File: config.mk
export PLATFORM = sky130hd
export DESIGN_NAME = paridad_serial_arbitrada_flat
export DESIGN_NICKNAME = d
export VERILOG_FILES = /design/src/rtl/paridad_serial_arbitrada_pkg.sv /design/src/rtl/paridad_serial_arbitrada_if.sv /design/src/rtl/paridad_serial_arbitrada_arbitro_rr.sv /design/src/rtl/paridad_serial_arbitrada.sv /design/src/flat_wrapper.sv
export SDC_FILE = /design/constraint.sdc
export NUM_CORES = 1
export LEC_CHECK = 0
export ABC_AREA = 0
export BUFFER_PORTS_ARGS = -buffer_cell sky130_fd_sc_hd__buf_2
export CAP_MARGIN = 10
export CORE_MARGIN = 2
export CORE_UTILIZATION = 35
export DETAILED_ROUTE_END_ITERATION = 8
export GPL_TIMING_DRIVEN = 0
export SYNTH_ARGS = -nofsm -noshare
export SYNTH_HDL_FRONTEND = slang
export SYNTH_SLANG_ARGS = --single-unit
File: constraint.sdc
create_clock -name Reloj -period 2.25 [get_ports Reloj]
set_input_delay 0.45 -clock Reloj [delete_from_list [all_inputs] [get_ports Reloj]]
set_output_delay 0.45 -clock Reloj [all_outputs]
set_load 0.005 [all_outputs]
File: src/rtl/paridad_serial_arbitrada_pkg.sv
// ============================================================================
// paridad_serial_arbitrada_pkg: shared FSM encoding, requester count, helper
// Rev 1.0
// ============================================================================
`default_nettype none

package paridad_serial_arbitrada_pkg;

  localparam int c_num_sol = 2;

  typedef enum logic [1:0] {
    REPOSO  = 2'd0,
    CALCULO = 2'd1,
    FIN     = 2'd2
  } estado_t;

  function automatic logic xor_par(input logic [1:0] par);
    return par[1] ^ par[0];
  endfunction

endpackage

`default_nettype wire

File: src/rtl/paridad_serial_arbitrada_if.sv
// ============================================================================
// paridad_serial_arbitrada_if: request/data/result bundle of the parity engine
// Rev 1.0
// ============================================================================
`default_nettype none

interface paridad_serial_arbitrada_if #(
  parameter int ANCHO = 8
);
  import paridad_serial_arbitrada_pkg::*;

  logic [c_num_sol-1:0] Solicitud;
  logic [ANCHO-1:0]     Dato0;
  logic [ANCHO-1:0]     Dato1;
  logic [c_num_sol-1:0] Concedido;
  logic                 Ocupado;
  logic                 Listo;
  logic                 Paridad;
  logic                 Origen;

  modport master (
    output Solicitud, Dato0, Dato1,
    input  Concedido, Ocupado, Listo, Paridad, Origen
  );

  modport slave (
    input  Solicitud, Dato0, Dato1,
    output Concedido, Ocupado, Listo, Paridad, Origen
  );

endinterface

`default_nettype wire

File: src/rtl/paridad_serial_arbitrada_arbitro_rr.sv
// ============================================================================
// arbitro_rr: two-requester round-robin arbiter with a 1-bit priority pointer
// Rev 1.0
// ============================================================================
`default_nettype none

module arbitro_rr
  import paridad_serial_arbitrada_pkg::*;
(
  input  wire logic                 Reloj,
  input  wire logic                 Reinicio,
  input  wire logic                 habilitar_i,
  input  wire logic [c_num_sol-1:0] solicitud_i,
  output logic      [c_num_sol-1:0] concedido_o,
  output logic                      indice_o
);

  logic ptr_q, ptr_d;

  always_comb begin
    concedido_o = '0;
    indice_o    = 1'b0;
    if (habilitar_i) begin
      unique case (solicitud_i)
        2'b01: begin
          concedido_o = 2'b01;
          indice_o    = 1'b0;
        end
        2'b10: begin
          concedido_o = 2'b10;
          indice_o    = 1'b1;
        end
        2'b11: begin
          concedido_o = ptr_q ? 2'b10 : 2'b01;
          indice_o    = ptr_q;
        end
        default: ;
      endcase
    end
    // Priority passes to the requester that lost (or did not ask) this time.
    ptr_d = ptr_q;
    if (|concedido_o) begin
      ptr_d = ~indice_o;
    end
  end

  always_ff @(posedge Reloj) begin
    if (Reinicio) begin
      ptr_q <= 1'b0;
    end else begin
      ptr_q <= ptr_d;
    end
  end

endmodule

`default_nettype wire

File: src/rtl/paridad_serial_arbitrada.sv
// ============================================================================
// paridad_serial_arbitrada: arbitrated serial parity, two bits per cycle
// Rev 1.0
// ============================================================================
`default_nettype none

module paridad_serial_arbitrada #(
  parameter int ANCHO = 8
) (
  input wire logic                   Reloj,
  input wire logic                   Reinicio,
  paridad_serial_arbitrada_if.slave  bus
);
  import paridad_serial_arbitrada_pkg::*;

  // ANCHO must be even and >= 2: the datapath consumes one bit pair per cycle.
  localparam int unsigned c_pasos     = ANCHO / 2;
  localparam int unsigned c_ancho_cnt = (c_pasos > 1) ? $clog2(c_pasos) : 1;
  localparam logic [c_ancho_cnt-1:0] c_ultimo = c_ancho_cnt'(c_pasos - 1);

  estado_t                estado_q, estado_d;
  logic [ANCHO-1:0]       desp_q, desp_d;
  logic                   acc_q, acc_d;
  logic [c_ancho_cnt-1:0] cnt_q, cnt_d;
  logic                   sel_q, sel_d;
  logic                   paridad_q, paridad_d;
  logic                   origen_q, origen_d;

  logic [c_num_sol-1:0]   concedido;
  logic                   indice;
  logic                   habilitar;

  assign habilitar = (estado_q == REPOSO) && !Reinicio;

  arbitro_rr u_arbitro (
    .Reloj       (Reloj),
    .Reinicio    (Reinicio),
    .habilitar_i (habilitar),
    .solicitud_i (bus.Solicitud),
    .concedido_o (concedido),
    .indice_o    (indice)
  );

  always_comb begin
    estado_d  = estado_q;
    desp_d    = desp_q;
    acc_d     = acc_q;
    cnt_d     = cnt_q;
    sel_d     = sel_q;
    paridad_d = paridad_q;
    origen_d  = origen_q;
    unique case (estado_q)
      REPOSO: begin
        if (|concedido) begin
          desp_d   = indice ? bus.Dato1 : bus.Dato0;
          acc_d    = 1'b0;
          cnt_d    = '0;
          sel_d    = indice;
          estado_d = CALCULO;
        end
      end
      CALCULO: begin
        acc_d  = acc_q ^ xor_par(desp_q[1:0]);
        desp_d = desp_q >> 2;
        cnt_d  = cnt_q + 1'b1;
        // Result registers load on the last step so they are visible in FIN.
        if (cnt_q == c_ultimo) begin
          paridad_d = acc_d;
          origen_d  = sel_q;
          estado_d  = FIN;
        end
      end
      FIN: begin
        estado_d = REPOSO;
      end
      default: begin
        estado_d = REPOSO;
      end
    endcase
  end

  always_ff @(posedge Reloj) begin
    if (Reinicio) begin
      estado_q  <= REPOSO;
      desp_q    <= '0;
      acc_q     <= 1'b0;
      cnt_q     <= '0;
      sel_q     <= 1'b0;
      paridad_q <= 1'b0;
      origen_q  <= 1'b0;
    end else begin
      estado_q  <= estado_d;
      desp_q    <= desp_d;
      acc_q     <= acc_d;
      cnt_q     <= cnt_d;
      sel_q     <= sel_d;
      paridad_q <= paridad_d;
      origen_q  <= origen_d;
    end
  end

  assign bus.Concedido = concedido;
  assign bus.Ocupado   = (estado_q != REPOSO);
  assign bus.Listo     = (estado_q == FIN) && !Reinicio;
  assign bus.Paridad   = paridad_q;
  assign bus.Origen    = origen_q;

endmodule

`default_nettype wire

File: src/flat_wrapper.sv
// flat-port wrapper written by rule: the top's interface ports become plain ports
module paridad_serial_arbitrada_flat import paridad_serial_arbitrada_pkg::*;
#(
  parameter int ANCHO = 8
)
  (Reloj, Reinicio, bus_Solicitud, bus_Dato0, bus_Dato1, bus_Concedido, bus_Ocupado, bus_Listo, bus_Paridad, bus_Origen);
  paridad_serial_arbitrada_if #(.ANCHO(ANCHO)) bus_i ();
  input wire logic Reloj;
  input wire logic Reinicio;
  input wire logic [$bits(bus_i.Solicitud)-1:0] bus_Solicitud;
  input wire logic [$bits(bus_i.Dato0)-1:0] bus_Dato0;
  input wire logic [$bits(bus_i.Dato1)-1:0] bus_Dato1;
  output wire logic [$bits(bus_i.Concedido)-1:0] bus_Concedido;
  output wire logic [$bits(bus_i.Ocupado)-1:0] bus_Ocupado;
  output wire logic [$bits(bus_i.Listo)-1:0] bus_Listo;
  output wire logic [$bits(bus_i.Paridad)-1:0] bus_Paridad;
  output wire logic [$bits(bus_i.Origen)-1:0] bus_Origen;
  assign bus_i.Solicitud = bus_Solicitud;
  assign bus_i.Dato0 = bus_Dato0;
  assign bus_i.Dato1 = bus_Dato1;
  assign bus_Concedido = bus_i.Concedido;
  assign bus_Ocupado = bus_i.Ocupado;
  assign bus_Listo = bus_i.Listo;
  assign bus_Paridad = bus_i.Paridad;
  assign bus_Origen = bus_i.Origen;
  paridad_serial_arbitrada #(.ANCHO(ANCHO)) u_core (.Reloj(Reloj), .Reinicio(Reinicio), .bus(bus_i));
endmodule
=== Word level (Yosys, flattened, before mapping) ===
Index checks and enable logic that the tools add are counted.

* $add $sub $neg: 1
* Equality and inequality tests: 8
* Muxes and demuxes: 15
* Bitwise gates (word level): 3
* Reduce and logical (&&, ||, !) cells: 11

{| class="wikitable"
|+ Operators with widths
! operator !! number
|-
| 8-bit 2-to-1 mux || 2
|-
| 8-bit case mux with 2 select lines || 1
|-
| 2-bit 2-to-1 mux || 5
|-
| 2-bit equality test, second input constant || 4
|-
| 2-bit case mux with 2 select lines || 2
|-
| 2-bit AND reduction || 4
|-
| 2-bit case mux with 3 select lines || 1
|-
| 2-bit by 1-bit equality test with 1-bit output, second input constant || 2
|-
| 1-bit case mux with 2 select lines || 2
|-
| 2-bit nonzero test || 2
|-
| 2-bit by 1-bit adder with 2-bit output, second input constant || 1
|-
| 1-bit logical AND || 2
|-
| 2-bit logical NOT || 1
|-
| 1-bit 2-to-1 mux || 2
|-
| 2-bit by 1-bit != test with 1-bit output, second input constant || 1
|-
| 2-bit != test, second input constant || 1
|-
| 2-bit OR reduction || 1
|-
| 1-bit bitwise XOR || 2
|-
| 1-bit logical NOT || 1
|-
| 1-bit inverter || 1
|}

* Bits in registers: 17
* Input port bits: 20
* Output and inout bits: 6
* Logic and storage cells: 46

=== Logic depth before layout (Yosys ltp) ===
Gate-level depths: netlist of the first run.

* Word-level depth: 6
* Mapped depth: 6
* Depth with buffers taken out: 5

=== Modules after synthesis ===
A second synthesis of the first run with hierarchy kept.

* Cell total of the unflattened synthesis: 98
* Area total of the unflattened synthesis: 938.4 um^2

{| class="wikitable"
|+ By module, submodules not included
! module !! instances !! cells each !! area each (um^2)
|-
| paridad_serial_arbitrada || 1 || 89 || 878.3
|-
| arbitro_rr || 1 || 9 || 60.1
|}

=== Worst setup path after synthesis of the first run ===
Ideal clock, no wire load.

* Path kind: input port to output port
* From: input port Reinicio
* To: output port bus_Concedido[1]
* Data arrival time: 0.907 ns
* Required time: 1.800 ns
* Setup slack: 0.893 ns
* Stages on the path: 4
* Path buffers: 1
* Cells stage by stage: nor3_2 > nand3_1 > buf_6 > inv_1

* Word-level cells in the longest chain between the ends: 3

{| class="wikitable"
|+ RTL lines
! item !! line !! source
|-
| start, declared || flat_wrapper.sv:9 || <nowiki>input wire logic Reinicio;</nowiki>
|-
| 1-bit logical NOT || paridad_serial_arbitrada.sv:33 || <nowiki>assign habilitar = (estado_q == REPOSO) && !Reinicio;</nowiki>
|-
| 1-bit logical AND || paridad_serial_arbitrada.sv:33 ||
|-
| 2-bit 2-to-1 mux || paridad_serial_arbitrada_arbitro_rr.sv:23 || <nowiki>if (habilitar_i) begin</nowiki>
|-
| end, declared || flat_wrapper.sv:13 || <nowiki>output wire logic [$bits(bus_i.Concedido)-1:0] bus_Concedido;</nowiki>
|}

No other way between the ends.

=== Worst setup path in the final report of the first run ===
* From: register u_core.estado_q[1]
* To: output port bus_Concedido[1]

* Word-level cells in the longest chain between the ends: 3

{| class="wikitable"
|+ RTL lines
! item !! line !! source
|-
| start, declared || paridad_serial_arbitrada.sv:21 || <nowiki>estado_t estado_q, estado_d;</nowiki>
|-
| start signal, assigned || paridad_serial_arbitrada.sv:92 || <nowiki>estado_q <= estado_d;</nowiki>
|-
| 2-bit logical NOT || paridad_serial_arbitrada.sv:33 ||
|-
| 1-bit logical AND || paridad_serial_arbitrada.sv:33 ||
|-
| 2-bit 2-to-1 mux || paridad_serial_arbitrada_arbitro_rr.sv:23 ||
|}

No other way between the ends.

==> metrics, run 1 <==
Sink Count=17; Via density=roughly 5.0; first-pass GRT wire length=3146 um; Max Freq=0.5372 GHz; port buffer count=25; yosys warns=0; Finish-stage setup viols=0; final hold slack=441.1 ps; CORE AREA=between 0.002 and 0.0025 mm2; CTS tree=yes; Synth Instances=108; R2R cell count=5; setup TNS=0 ps; root buffer cell=clkbuf_4; commonest cells after routing, fill and taps aside=nor2_1, buf_2, dfxtp_1; Die Ht=54.95 um; Simple-Gate Fraction of Synth Area=0.2989; Final min period=1861 ps; Final Hold Fails=0; mux contribution to synthesized area=0.08815; DR DRC count=0; # rows=18; RSZ-0062 raised after global routing=false; antenna violations before repair=0; layout cells sized above 1=0.2993; largest net degree at the start of global routing=11; Yosys reg bits=17; clock latency at the later pin of the worst-skew pair=between 200 and 300 ps; post-synthesis area per instance=8.411 um2; Post-Syn Area=just over 900 um2; largest family of logic cells by synthesized area=simple AND/OR/NAND/NOR gates; CTS Buf Count=3; die width=54.95 um; Post-Synth Adder-Cell Area=0.01377; Worst VDD drop=0.2885 mV; Relative slew margins=0.7079; instance area at placement=0.001071 mm2; Max clock buf depth=2; critical path fanouts, max=9; critical path class=flip-flop to primary output; CP required=around 1800 ps; n_diodes=0; Routability Congestion=about 0.71; Total GRT Usage=0.1470; Routed WL per cell=11.47 um; Critical Path Start Type=flip-flop; # nets final=159; hold buffers post-CTS=0; Cell variety after synth=24; Routed Antenna Nets=0; Tcrit/Tclk final=0.8273; Synth Area in Compound Gates=0.1474; status=complete, no violations; syn nets=129; DRT iter0 DRCs=8; vias in the first global route=734; I/O pin total=26; drt total wl=~1900 um; Finished Cell Area=0.001097 mm2; Resize count post-CTS=0; Max Clock Skew=a little under 7 ps; CP Capture Type=primary output; Setup Fix Bufs, Post-CTS=0; H-tree depth=1; starting density of the core=0.3667; Worst Path Arrival=1410 ps; Cell Pwr Density=~600 mW/mm2; Seq/Total Area, Yosys=0.3747; Max Slew Vio Count=0; xor and xnor area share after synthesis=0.01928; Least-Margin Pin Slew=438.1 ps; Total Die Area=0.003019 mm2; DR vias=between 800 and 900; Post-synth EDFFs=0; grt total ovfl=0; leakage=0.5254 nW; Async SR Flop Fraction=0; MaxCap Viol Count=0; Top FF cell, synth=dfxtp_1; cell count of the worst hold path=3; Worst-path clk slew=100 ps; detailed placement HPWL=1430 um; Min-Delay Path Class=input port to flip-flop; P&R area growth vs syn=20.80%; drt pass-1 iters=4
==> power breakdown <==
group	internal [mW]	switching (mW)	total (mW)
clock network	0.0689	0.0948	0.164
registers	0.325	0.0126	0.337
logic	0.0718	0.0748	0.147
==> routing by layer <==
layer	wire length, um	track usage	share of wire
met1	864	0.1832	0.45
met2	946	0.2341	0.49
met3	92	0.03763	0.048
met4	12	0.07317	0.0063
met5	0	0	0
==> cell usage after synthesis, drive strengths merged, types with 2 or more instances <==
cell    number  area, um2
dfxtp       17      340.3
a32o         6      60.06
buf          4      41.29
inv          2      7.500
a21oi        9      45.04
nor2        25      93.84
nand2b       8      55.06
mux2i        8      80.08
xor2         2      17.52
nand2        6      22.52
nor3         6      50.05
nand3        4      20.02
o21ai        4      20.02
==> per-stage QoR <==
| step | utilization | power (mW) | std cells | setup WS, ps |
|---|---|---|---|---|
| after CTS | 0.4429 | 0.6606 | 167 | 373.2 |
| after detailed placement | 0.4323 | 0.4926 | 163 | 561.0 |
| after floorplan | - | 0.4467 | 108 | 893.2 |
| final | 0.4429 | 0.6476 | 167 | 388.6 |
| after global routing | 0.4429 | 0.6954 | 167 | 296.3 |
| after global placement | 0.4323 | 0.4892 | 163 | 569.1 |
==> state kept, by name, summed over array words and instances (netlist names) <==
name,cells
u_core.acc_q,1
u_core.bus.Origen,1
u_core.bus.Paridad,1
u_core.cnt_q,2
u_core.desp_q,8
u_core.estado_q,2
u_core.sel_q,1
u_core.u_arbitro.ptr_q,1
==> layout make-up <==
cell class	count	area [um2]
Buffer	5	45.04
Fill cell	274	1380
Inverter	2	7.507
Clock buffer	4	26.28
Tap cell	30	37.54
Multi-Input combinational cell	84	515.5
Sequential cell	17	340.3
Timing Repair Buffer	25	125.1
==> worst max-delay path, stage by stage, from the launching register on <==
cell,delay (ps)
dfxtp_1,400
nor3_2,250
nand3_1,120
buf_6,160
inv_1,80
buf_2,110
==> path summary, 6_finish.rpt <==
| kind | from | to | slack, ps |
|---|---|---|---|
| worst min register to register | u_core.bus.Origen | u_core.bus.Origen | 460 |
| worst min-delay path | bus_Dato1[7] | u_core.desp_q[7] | 440 |
| worst max register to register | u_core.estado_q[1] | u_core.desp_q[1] | 850 |
| worst max-delay path | u_core.estado_q[1] | bus_Concedido[1] | 390 |
==> cells by family after synthesis <==
group,after synthesis
xor gates and xnor gates,2
DFF,17
AOI/OAI and AO/OA,20
buffers and inverters,7
muxes,8
and+or+nand+nor,53
adders and majority gates,1
No activity file was read; power rests on OpenSTA's default activity.
==> run 2, diff against run 1 <==
--- a/config.mk
+++ b/config.mk
@@ -5,7 +5,7 @@
 export SDC_FILE = /design/constraint.sdc
 export NUM_CORES = 1
 export LEC_CHECK = 0
-export ABC_AREA = 0
+export ABC_AREA = 1
 export BUFFER_PORTS_ARGS = -buffer_cell sky130_fd_sc_hd__buf_2
 export CAP_MARGIN = 10
 export CORE_MARGIN = 2
==> constraint.sdc (replaced) <==
create_clock -name Reloj -period 1.7 [get_ports Reloj]
set_input_delay 0.34 -clock Reloj [delete_from_list [all_inputs] [get_ports Reloj]]
set_output_delay 0.34 -clock Reloj [all_outputs]
set_load 0.005 [all_outputs]
==> metrics, run 2 <==
Yosys top cell area share=0.3400; DR DRC count=0; instance area at placement=0.001165 mm2; Seq/Total Area, Yosys=0.3400; CP required=between 1000 and 1500 ps; DR vias=~1000; Post-synth EDFFs=0; commonest cells after routing, fill and taps aside=nand2_1, nand3_1, inv_1, buf_2, a21oi_1; Simple-Gate Fraction of Synth Area=0.3325; Sink Count=17; most common library cell in the layout ignoring fill and taps=nand2_1; # rows=19; Max Clock Skew=2.492 ps; starting density of the core=0.3661; Post-Synth Adder-Cell Area=0.01250; CP Capture Type=primary output; mux contribution to synthesized area=0; Total Die Area=0.003303 mm2; area leader, netlist=dfxtp_1; P&R area growth vs syn=20.38%; biggest regs=u_core.desp_q: 8 flops, u_core.cnt_q: 2 flops, u_core.estado_q: 2 flops; first-pass GRT wire length=3822 um; Routability Congestion=0.7470; syn nets=approximately 170; antenna violations before repair=0; largest family of logic cells by synthesized area=simple AND/OR/NAND/NOR gates; # nets final=~200; Max Freq=~0.64 GHz; Cell Pwr Density=746.2 mW/mm2; drt total wl=2144 um; CTS Buf Count=3; yosys warns=0; grt total ovfl=0; xor and xnor area share after synthesis=0; critical path class=flip-flop to primary output; Worst-path clk slew=approximately 100 ps; Final min period=roughly 1600 ps; Synth area leaders=dfxtp_1, nand3_1, nand2_1; H-tree depth=1; Largest Register=u_core.desp_q; CORE AREA=0.002734 mm2; most instantiated cells after synthesis=nand2_1, nand3_1, inv_1; layout cells sized above 1=0.2500; drt pass-1 iters=4; status=complete, no violations; clock latency at the later pin of the worst-skew pair=290 ps; Async SR Flop Fraction=0; leakage=0.6643 nW; Max clock buf depth=2; post-synthesis area per instance=6.673 um2; Finish-stage setup viols=0; max FFs per register=8; Routed Antenna Nets=0; Final Hold Fails=0; Post-Syn Area=0.001001 mm2; Synth Instances=150; Top FF cell, synth=dfxtp_1; Cell variety after synth=22; Via density=4.701; Max Slew Vio Count=0; CTS tree=yes; Relative slew margins=0.8021; Tcrit/Tclk final=0.9164; Least-Margin Pin Slew=295.0 ps; largest net degree at the start of global routing=11; Critical Path Start Type=flip-flop; final hold slack=~360 ps; I/O pin total=26; vias in the first global route=935; DRT iter0 DRCs=27; Worst VDD drop=0.6050 mV; Worst Path Arrival=roughly 1200 ps; root buffer cell=clkbuf_4; Finished Cell Area=around 0.0012 mm2; flop2flop setup slack=between 500 and 600 ps; RSZ-0062 raised after global routing=false; die width=57.48 um; MaxCap Viol Count=0; hold buffers post-CTS=0; Total GRT Usage=0.1463; Yosys reg bits=17; port buffer count=25; Die Ht=57.48 um; detailed placement HPWL=~1700 um; n_diodes=0; critical path fanouts, max=10; setup TNS=0 ps; Routed WL per cell=10.16 um; Min-Delay Path Class=input port to flip-flop; count leader, synth=nand2_1; Synth Area in Compound Gates=0.1400
-- run 2: cell count changes in the layout (fill, tap and decap cells not counted), moves of 4 or more --
cell and delta:
nand2_1 +25, nand2b_1 -6, inv_1 +24, mux2i_1 -8
nor2_1 -17, nand3_1 +23, a21oi_1 +9, nor3_2 -4
a32o_1 -6
-- run 2: per-layer routing --
| layer | routed length, um | global-route usage | share of wire | up-vias |
|---|---|---|---|---|
| li1 | - | - | - | 537 |
| met1 | 1041 | 0.1908 | 0.49 | 434 |
| met2 | 991 | 0.2419 | 0.46 | 19 |
| met3 | 97 | 0.04762 | 0.045 | 2 |
| met4 | 13 | 0.01993 | 0.0061 | 0 |
| met5 | 0 | 0 | 0 | - |
-- run 2: through the flow --
stage                     setup WS [ps]  power [mW]  std cells  utilization
final                             142.1      0.8991        211       0.4407
after global routing              32.60      0.9650        211       0.4407
after CTS                         66.29      0.9108        211       0.4389
after detailed placement          299.4      0.6881        206       0.4261
after global placement            320.2      0.6822        206       0.4261
after floorplan                   511.8      0.6213        150            -
-- run 2: repair_timing --
action / CTS / global route
buffers inserted: 1 / 0
cloned: 0 / 0
setup endpoints to repair: 2 / 1
resized for setup: 0 / 1
pin swaps: 1 / 1
-- run 2: where the power goes --
group,internal (mW),total [mW],leakage (nW),switching [mW]
combinational,0.102,0.236,0.507,0.134
sequential,0.429,0.444,0.140,0.0143
clock,0.0875,0.219,0.0177,0.131
-- run 2: kinds of logic after synthesis --
| family | count (synthesis) |
|---|---|
| adders and majority gates | 1 |
| and+or+nand+nor | 73 |
| buffers and inverters | 34 |
| DFF | 17 |
| AOI/OAI and AO/OA | 25 |
-- run 2: layout make-up --
class,count,area [um2]
Timing Repair Buffer,26,132.6
Tap cell,31,38.79
Multi-Input combinational cell,99,490.5
Clock buffer,3,22.52
Fill cell,304,1529
Inverter,28,106.4
Buffer,6,68.82
Sequential cell,17,340.3
Clock inverter,1,5.005
-- run 2: critical path, stage by stage (launching register included) --
cell and delay, ps:
dfxtp_1 360, inv_1 80, nand2_2 70, nor2_4 150, nand2_4 110, inv_1 60, buf_2 100
-- run 2: worst paths after layout --
kind	depth (start not counted)	from	to
worst min-delay path	3	bus_Solicitud[0]	u_core.u_arbitro.ptr_q
worst max-delay path	6	u_core.estado_q[0]	bus_Concedido[1]
worst max register to register	6	u_core.estado_q[0]	u_core.bus.Origen
worst min register to register	1	u_core.cnt_q[0]	u_core.cnt_q[0]
==> run 3, diff against run 2 <==
--- a/config.mk
+++ b/config.mk
@@ -5,13 +5,14 @@
 export SDC_FILE = /design/constraint.sdc
 export NUM_CORES = 1
 export LEC_CHECK = 0
-export ABC_AREA = 1
+export ABC_AREA = 0
 export BUFFER_PORTS_ARGS = -buffer_cell sky130_fd_sc_hd__buf_2
 export CAP_MARGIN = 10
 export CORE_MARGIN = 2
 export CORE_UTILIZATION = 35
 export DETAILED_ROUTE_END_ITERATION = 8
 export GPL_TIMING_DRIVEN = 0
+export PLACE_DENSITY = 0.69
 export SYNTH_ARGS = -nofsm -noshare
 export SYNTH_HDL_FRONTEND = slang
 export SYNTH_SLANG_ARGS = --single-unit
==> metrics, run 3 (same netlist as run 1, synthesis figures left out) <==
status=complete, no violations; biggest regs=u_core.desp_q: 8 flops, u_core.cnt_q: 2 flops, u_core.estado_q: 2 flops; Worst VDD drop=0.5556 mV; grt total ovfl=0; critical path fanouts, max=3; starting density of the core=0.3667; first-pass GRT wire length=between 3000 and 4000 um; Max clock buf depth=2; Final min period=1581 ps; max FFs per register=8; MaxCap Viol Count=0; vias in the first global route=839; leakage=0.5306 nW; largest net degree at the start of global routing=11; Relative slew margins=0.7176; flop2flop setup slack=270 ps; CTS tree=yes; CP Capture Type=primary output; Worst Path Arrival=1240 ps; worst hold endpoint=u_core.desp_q[7]; Max Freq=about 0.63 GHz; Routed WL per cell=11.86 um; CTS Buf Count=3; Finish-stage setup viols=0; area of the multi-input gates=521.8 um2; setup TNS=0 ps; antenna violations before repair=0; Tcrit/Tclk final=0.9301; Critical Path Start Type=flip-flop; n_diodes=0; # nets final=between 150 and 200; Routability Congestion=0.7774; Worst-path clk slew=90 ps; worst hold path startpoint=bus_Dato1[7]; hold buffers post-CTS=0; Total Die Area=0.003019 mm2; H-tree depth=1; CORE AREA=between 0.002 and 0.0025 mm2; DRT iter0 DRCs=8; layout filler cell count=255; DR DRC count=0; RSZ-0062 raised after global routing=false; root buffer cell=clkbuf_4; Via density=5.077; port buffer count=25; Die Ht=~55 um; Max Slew Vio Count=0; commonest cells after routing, fill and taps aside=nor2_1, buf_2, dfxtp_1; Final Hold Fails=0; layout cells sized above 1=0.3188; Min-Delay Path Class=input port to flip-flop; CP required=1360 ps; Largest Register=u_core.desp_q; critical path class=flip-flop to primary output; Sink Count=17; # rows=18; Worst R2R Start=u_core.estado_q[0]; cell count of the worst hold path=3; die width=54.95 um; reg-to-reg endpoint=u_core.desp_q[4]; DR vias=853; Max Clock Skew=6.318 ps; Total GRT Usage=0.1587; P&R area growth vs syn=22.86%; drt total wl=roughly 2000 um; Least-Margin Pin Slew=422.0 ps; I/O pin total=26; clock latency at the later pin of the worst-skew pair=290 ps; drt pass-1 iters=4; final hold slack=329.5 ps; R2R cell count=6; Routed Antenna Nets=0; detailed placement HPWL=1575 um; Cell Pwr Density=between 700 and 800 mW/mm2; Layout Utilization=0.4505; FF+latch area=345.3 um2
-- run 3: cell count changes in the layout (fill, tap and decap cells not counted), sizes merged, moves of 5 or more --
cell	previous run	this run
mux2i	0	8
inv	26	2
a32o	0	6
a21oi	18	9
nand3	28	4
nor3	1	6
nand2b	0	8
nor2	10	25
nand2	34	6
-- run 3: where the power goes --
group / total, mW / leakage (nW) / internal (mW) / switching (mW)
Combinational: 0.200 / 0.375 / 0.0982 / 0.102
Clock: 0.212 / 0.0150 / 0.0913 / 0.121
Sequential: 0.446 / 0.141 / 0.429 / 0.0177
Total: 0.858 / 0.531 / 0.618 / 0.240
-- run 3: final cells by class --
type | instances | share of cell area
Tap cell | 30 | 0.03363
Inverter | 2 | 0.006726
Clock buffer | 4 | 0.02354
Buffer | 5 | 0.04036
Timing Repair Buffer | 26 | 0.1188
Sequential cell | 17 | 0.3094
Multi-Input combinational cell | 84 | 0.4675
-- run 3: timing repair --
action	in CTS	in global routing
pin swaps	0	1
endpoints found under the hold margin	0	0
setup buffers	0	1
setup endpoints to repair	1	1
cloned	0	0
resized for setup	1	3
-- run 3: through the flow --
| stage | std cells | instance area, um2 | setup slack [ps] | power, mW |
|---|---|---|---|---|
| after floorplan | 108 | 908.4 | 442.8 | 0.5912 |
| after global placement | 163 | 1071 | 261.3 | 0.6446 |
| after detailed placement | 163 | 1071 | 250.1 | 0.6547 |
| after CTS | 167 | 1099 | 9.021 | 0.8673 |
| after global routing | 168 | 1116 | 20.70 | 0.9170 |
| final | 168 | 1116 | 118.8 | 0.8582 |
-- run 3: metal layers --
metal  GRT usage  wire length (um)
met2      0.2917               926
met4     0.03659                21
met1      0.1780               906
met3     0.04839               139
met5           0                 0
-- run 3: how the worst max path moves through the flow --
stage                  startpoint                to  slack [ps]
2_1_floorplan  u_core.estado_q[1]  u_core.desp_q[0]         440
3_3_place_gp             Reinicio  bus_Concedido[1]         260
3_5_place_dp             Reinicio  bus_Concedido[1]         250
4_1_cts        u_core.estado_q[1]  bus_Concedido[1]           9
5_1_grt        u_core.estado_q[0]  bus_Concedido[1]          20
6_report       u_core.estado_q[0]  bus_Concedido[1]         120
-- run 3: worst max-delay path, stage by stage, from the launching register on --
cell and delay (ps):
dfxtp_2 350, nor3_4 200, nand3_1 120, buf_6 130, inv_1 60, buf_2 110
